### src/rtl/valid_latency_tracker.sv
// Multi-channel data-valid delay tracker.
// Each channel delays its upstream valid by a run-time delay D (1..MAX_DELAY).
// LEVEL mode asserts after D consecutive valid samples; PULSE mode replays
// the valid stream bit-exact D edges later. All state changes on the falling edge.
module valid_latency_tracker #(
  parameter int NUM_CH        = 4,
  parameter int MAX_DELAY     = 16,
  parameter int DEFAULT_DELAY = 2
) (
  input  logic                                  clk,
  input  logic                                  reset,
  input  logic                                  cfg_load,
  input  logic [NUM_CH*$clog2(MAX_DELAY+1)-1:0] cfg_delay,
  input  logic                                  cfg_mode,
  input  logic [NUM_CH-1:0]                     valid_in,
  output logic [NUM_CH-1:0]                     valid_out,
  output logic                                  all_valid,
  output logic                                  cfg_error
);

  localparam int DW = $clog2(MAX_DELAY+1);
  localparam logic [DW-1:0] MAX_D    = DW'(MAX_DELAY);
  localparam logic [DW-1:0] DEF_D    = DW'(DEFAULT_DELAY);
  localparam logic [DW-1:0] DEF_CNT  = DW'(DEFAULT_DELAY - 1);

  logic [DW-1:0]        delay      [NUM_CH];
  logic [DW-1:0]        cnt        [NUM_CH];
  logic [MAX_DELAY-1:0] sr         [NUM_CH];
  logic                 mode;
  logic [NUM_CH-1:0]    validOut;
  logic                 cfgError;

  logic [DW-1:0]        clampDelay [NUM_CH];
  logic                 clampHit;
  logic [DW-1:0]        cntNext    [NUM_CH];
  logic [NUM_CH-1:0]    levelOut;
  logic [MAX_DELAY-1:0] newSr      [NUM_CH];
  logic [NUM_CH-1:0]    pulseBit;

  // Clamp each incoming delay field into 1..MAX_DELAY and flag any correction
  always_comb begin
    clampHit = 1'b0;
    for (int unsigned i = 0; i < NUM_CH; i++) begin
      clampDelay[i] = cfg_delay[i*DW +: DW];
      if (clampDelay[i] == '0) begin
        clampDelay[i] = DW'(1);
        clampHit      = 1'b1;
      end else if (clampDelay[i] > MAX_D) begin
        clampDelay[i] = MAX_D;
        clampHit      = 1'b1;
      end
    end
  end

  // Per-channel next state for both the warm-up counter and the pulse history
  always_comb begin
    for (int unsigned i = 0; i < NUM_CH; i++) begin
      // LEVEL: count consecutive valid samples, saturating at zero
      if (!valid_in[i]) begin
        cntNext[i]  = delay[i] - DW'(1);
        levelOut[i] = 1'b0;
      end else if (cnt[i] != '0) begin
        cntNext[i]  = cnt[i] - DW'(1);
        levelOut[i] = 1'b0;
      end else begin
        cntNext[i]  = '0;
        levelOut[i] = 1'b1;
      end
      // PULSE: bit j of the updated history is valid_in from j edges ago,
      // so tapping bit D-1 makes a sample reappear after edge k+D-1
      newSr[i]    = (sr[i] << 1) | MAX_DELAY'(valid_in[i]);
      pulseBit[i] = 1'b0;
      for (int unsigned j = 0; j < MAX_DELAY; j++) begin
        if (delay[i] == DW'(j + 1)) pulseBit[i] = newSr[i][j];
      end
    end
  end

  // State update: reset beats config load, config load flushes every channel
  always_ff @(negedge clk) begin
    if (reset) begin
      mode     <= 1'b0;
      cfgError <= 1'b0;
      validOut <= '0;
      for (int unsigned i = 0; i < NUM_CH; i++) begin
        delay[i] <= DEF_D;
        cnt[i]   <= DEF_CNT;
        sr[i]    <= '0;
      end
    end else if (cfg_load) begin
      mode     <= cfg_mode;
      cfgError <= clampHit;
      validOut <= '0;
      for (int unsigned i = 0; i < NUM_CH; i++) begin
        delay[i] <= clampDelay[i];
        cnt[i]   <= clampDelay[i] - DW'(1);
        sr[i]    <= '0;
      end
    end else begin
      validOut <= mode ? pulseBit : levelOut;
      for (int unsigned i = 0; i < NUM_CH; i++) begin
        cnt[i] <= cntNext[i];
        sr[i]  <= newSr[i];
      end
    end
  end

  assign valid_out = validOut;
  assign all_valid = &validOut;
  assign cfg_error = cfgError;

endmodule
### config.mk
export PLATFORM = sky130hd
export DESIGN_NAME = valid_latency_tracker
export DESIGN_NICKNAME = d
export VERILOG_FILES = /design/src/rtl/valid_latency_tracker.sv
export SDC_FILE = /design/constraint.sdc
export NUM_CORES = 1
export LEC_CHECK = 0
export BUFFER_PORTS_ARGS = -buffer_cell sky130_fd_sc_hd__buf_2
export CORE_MARGIN = 3
export CORE_UTILIZATION = 61
export DETAILED_ROUTE_END_ITERATION = 7
export GPL_TIMING_DRIVEN = 0
export HOLD_SLACK_MARGIN = 0.03
export MAX_ROUTING_LAYER = met4
export PLACE_DENSITY = 0.88
export SETUP_SLACK_MARGIN = 0.05
export SKIP_LAST_GASP = 1
export SLEW_MARGIN = 10
export SYNTH_ARGS = -nofsm -noshare
export SYNTH_HDL_FRONTEND = slang
export SYNTH_SLANG_ARGS = --single-unit
### constraint.sdc
create_clock -name clk -period 2.65 [get_ports clk]
set_input_delay 0.3975 -clock clk [delete_from_list [all_inputs] [get_ports clk]]
set_output_delay 0.3975 -clock clk [all_outputs]
set_load 0.03 [all_outputs]
Yosys cells after proc, flatten, opt, wreduce, memory -nomap -nowiden --
Memories as Yosys holds them, arrays and structs flattened. Index checks and enable logic that the tools add are counted.
Storage, ports and cells: RAM bits 104, register bits 6, input bits 28, word-level logic and storage cells 245, memories 3, output and inout port bits 6
Memories:
- sr | words 4, width 16, rd ports 4, clocked after memory_dff 0, wr ports 4, line 28 | logic [MAX_DELAY-1:0] sr [NUM_CH];
- cnt | words 4, width 5, rd ports 4, clocked after memory_dff 0, wr ports 4, line 27 | logic [DW-1:0] cnt [NUM_CH];
- delay | words 4, width 5, rd ports 4, clocked after memory_dff 0, wr ports 4, line 26 | logic [DW-1:0] delay [NUM_CH];
Cells by class: $add $sub $neg 12, muxes and demuxes 125, equal/unequal tests 64, magnitude comparators 4, reductions and logical operators 10, bitwise operators 24
Operators with widths (count):
- equality test 5 x 4 -> 1 bit, second input constant | 32
- two-way mux 5 bit | 28
- two-way mux 16 bit | 8
- two-way mux 1 bit | 88
- equality test 5 x 3 -> 1 bit, second input constant | 16
- bitwise OR 16 x 1 -> 16 bit | 4
- subtractor 5 x 1 -> 5 bit, second input constant | 12
- equality test 5 x 2 -> 1 bit, second input constant | 8
- equality test 5 x 1 -> 1 bit, second input constant | 4
- equality test 5 bit, second input constant | 4
- greater-than comparator 5 bit, second input constant | 4
- logical NOT 5 bit | 4
- bitwise OR 1 bit | 20
- nonzero test 5 bit | 4
- two-way mux 4 bit | 1
- AND reduction 4 bit | 1
- OR reduction 2 bit | 1

Depth between registers and ports, before layout --
word-level depth 18, depth in mapped cells 9, gate-level depth less buffers 9

==> results.yml <==
cells_and_area:
  fin_nets: 882
  drive_gt1_share_pct: 18.48
  area_delta_synth_final_pct: 29.79
  mostFrequentLayoutCells: "142 x inv_1, 85 x edfxtp_1, 65 x conb_1, 53 x and2_1, 44 x nor2_1"
  layout_commonest_cell: "inv_1"
  num_antenna_cells: 0
timing:
  whs_ns: 0.4341
  tightest_slew_ns: 0.5725
  slew_headroom_pct: 61.30
  rsz0062_at_grt: "true"
  clock_skew_ns: 0.02502
  setup_tns_ns: -1.647
  worst_slack_ns: -0.4014
  hold_viol_final: 0
  finalSetupViolCount: 10
  slew_violations: 0
grt:
  grt_remaining_overflow: 0
  grt_max_degree: 30
  antenna_found_initial: 0
  grt.busiest_layer: "met2"
  grt_pass1_wl_mm: 25.10
  use_met1_pct: 30.96
  met2_usage_pct: 48.00
  grtUsageMet3_pct: 8.941
  grt_usage_pct: 28.78
  grt_pass1_vias: 5617
pwr:
  combPwrFrac_pct: 16.6
  p_clk_share_pct: 37.0
  power_density_mw_per_mm2: 547.0
  p_seq_share_pct: 46.4
  cellLeakagePower_nw: 3.514
  switching_power_w: 0.001522
  p_int_w: 0.002762
  peakVddDrop_v: 0.0003221
  p_sw_share_pct: 35.53
place:
  gp_congestion: 0.9156
  dp_hpwl_mm: 9.422
  dpl_worst_slack_ns: -0.8259
  io_buffers: 29
floorplanning:
  die_w_um: 105.5
  die_height_um: 105.5
  row_count: 35
  die-area_mm2: 0.01112
  num_io_pins: 34
  coreArea_mm2: 0.009415
  initial_core_util_pct: 64.09
job:
  drv_cap: 0
clock_network:
  clk_pin_slew_worst_paths_ns: 0.06
  cts_tree: "done"
  cts_max_path_buffers: 2
  cts.sinks: 106
  numCtsBuffers: 9
  cts_hold_buf: 0
  clk_latency_ns: 0.44
  clk_root_buffer_cell: "clkbuf_8"
  cts-htree-levels: 3
routing:
  via_per_inst: 5.667
  wl_per_cell_um: 16.54
  drtIter0Drc: 434
  dr.pass1.iters: 5
  vias: 5423
  drtAntennaViolNets: 0
  drc_errors: 0
  wirelength_mm: 15.83
outcome:
  outcome: "finished, violations left"
  violations: "setup timing"
worst_setup_path:
  cp-start-kind: "primary input"
  worstSetupEndpointType: "register"
  cp.required_ns: 1.49
  worstSetupPathType: "primary input to register"
  arrival_ns: 1.89
  worstPathMaxFanout: 3
yosys:
  synth_cell_types: 70
  async_reset_ff_share_pct: 0
  yosys_warnings: 0
  synthSimpleGateAreaFrac_pct: 19.76
  synth-seq-cells: 106
  ys.flop_type: "edfxtp_1"
  synth-xor-area-share_pct: 3.919
  synthMuxAreaShare_pct: 0.6635
  synth-compound-area-share_pct: 15.01
  synth_top_family_by_area: "simple AND/OR/NAND/NOR gates"
  seq_area_frac_synth_pct: 49.26
  syn_avg_cell_area_um2: 10.25
  postSynthCellCount: 589
  synthAdderAreaFrac_pct: 6.220
  synth_edf_count: 85
  synth_area_mm2: 0.006035
worst_hold_path:
  hp-class: "register to register"
==> what timing repair did <==
item | CTS | global route
resized for setup | 45 | 52
pin swaps | 15 | 11
endpoints found under the hold margin | 0 | 0
setup buffers | 13 | 17
endpoints found under the setup margin | 34 | 45
==> per-stage QoR <==
step / area, µm² / utilization [%] / power (W) / cells
6_report: 7833 / 83.19 / 0.004284 / 957
5_1_grt: 7833 / 83.19 / 0.004596 / 957
4_1_cts: 7540 / 80.08 / 0.004209 / 944
3_5_place_dp: 6730 / 71.48 / 0.002834 / 811
3_3_place_gp: 6730 / 71.48 / 0.002802 / 811
2_1_floorplan: 6424 / - / 0.002664 / 653
==> cells in the mapped netlist, types with 8 or more instances <==
cell	n	area, µm²
xnor2_1	26	227.7
and3_1	8	50.05
buf_2	12	60.06
nor3b_1	8	60.06
o22ai_1	14	87.58
nor2_1	47	176.4
nor3_1	14	70.07
a21oi_1	23	115.1
dfxtp_1	21	420.4
inv_1	43	161.4
edfxtp_1	85	2552
nand2_1	31	116.4
o21ai_0	22	110.1
and2_1	53	331.6
nor2b_1	13	81.33
a211oi_1	16	120.1
nand2b_1	10	62.56
clkbuf_1	16	60.06
ha_1	30	375.4
==> final cells by class <==
class | instances | area, µm²
fillers | 519 | 1583
plain buffers | 31 | 197.7
multi-input cells | 472 | 3277
flip-flops and latches | 106 | 2982
clock buffers | 9 | 123.9
well taps | 129 | 161.4
inverters | 43 | 167.7
repair buffers | 55 | 486.7
clock inverters | 112 | 436.7
==> logic make-up (layout without fill, tap and decap cells) <==
logic type / after synthesis / after routing
other: 1 / 65
XOR/XNOR: 27 / 27
buffers and inverters: 75 / 250
flip-flops: 106 / 106
multiplexers: 4 / 4
AO/OA/AOI/OAI: 129 / 129
AND/OR/NAND/NOR: 217 / 217
adder cells (fa/ha/maj): 30 / 30
==> sequential cells by signal, indices dropped and copies added (netlist names) <==
signal / flops
delay: 20
mode: 1
cnt: 20
valid_out: 4
cfg_error: 1
sr: 60
==> final timing paths <==
| path | startpoint | end | slack (ns) | cells after the start |
|---|---|---|---|---|
| min reg2reg | sr[2][13]$_SDFFE_NP0P_ | sr[2][14]$_SDFFE_NP0P_ | 0.43 | 1 |
| max reg2reg | delay[2][1]$_SDFFCE_NN1P_ | valid_out[2]$_SDFF_NN0_ | 0.49 | 7 |
| min | sr[2][13]$_SDFFE_NP0P_ | sr[2][14]$_SDFFE_NP0P_ | 0.43 | 1 |
| max | cfg_delay[2] | cnt[0][4]$_DFFE_NP_ | -0.40 | 10 |
==> routing by layer <==
layer  vias up  routed length, µm
li1       2533                  -
met1      2598               5889
met2       240               8314
met3        52               1113
met4         0                516
met5         -                  0
==> power groups by stage <==
stage               Combinational [W]  Sequential, W  Clock (W)
global placement             0.000563        0.00200   0.000241
finish                       0.000712        0.00199    0.00159
global route                 0.000775        0.00199    0.00183
floorplan                    0.000437        0.00199   0.000241
detailed placement           0.000588        0.00201   0.000241
CTS                          0.000635        0.00198    0.00159
==> critical path, cell delays in order <==
cell	delay [ns]
buf_8	0.10
nor4_4	0.33
buf_4	0.18
ha_4	0.15
nor2_4	0.04
nand2_2	0.08
ha_4	0.20
o21ai_2	0.08
a32oi_2	0.21
o21ai_1	0.10
(Power assumes the default switching activity.)
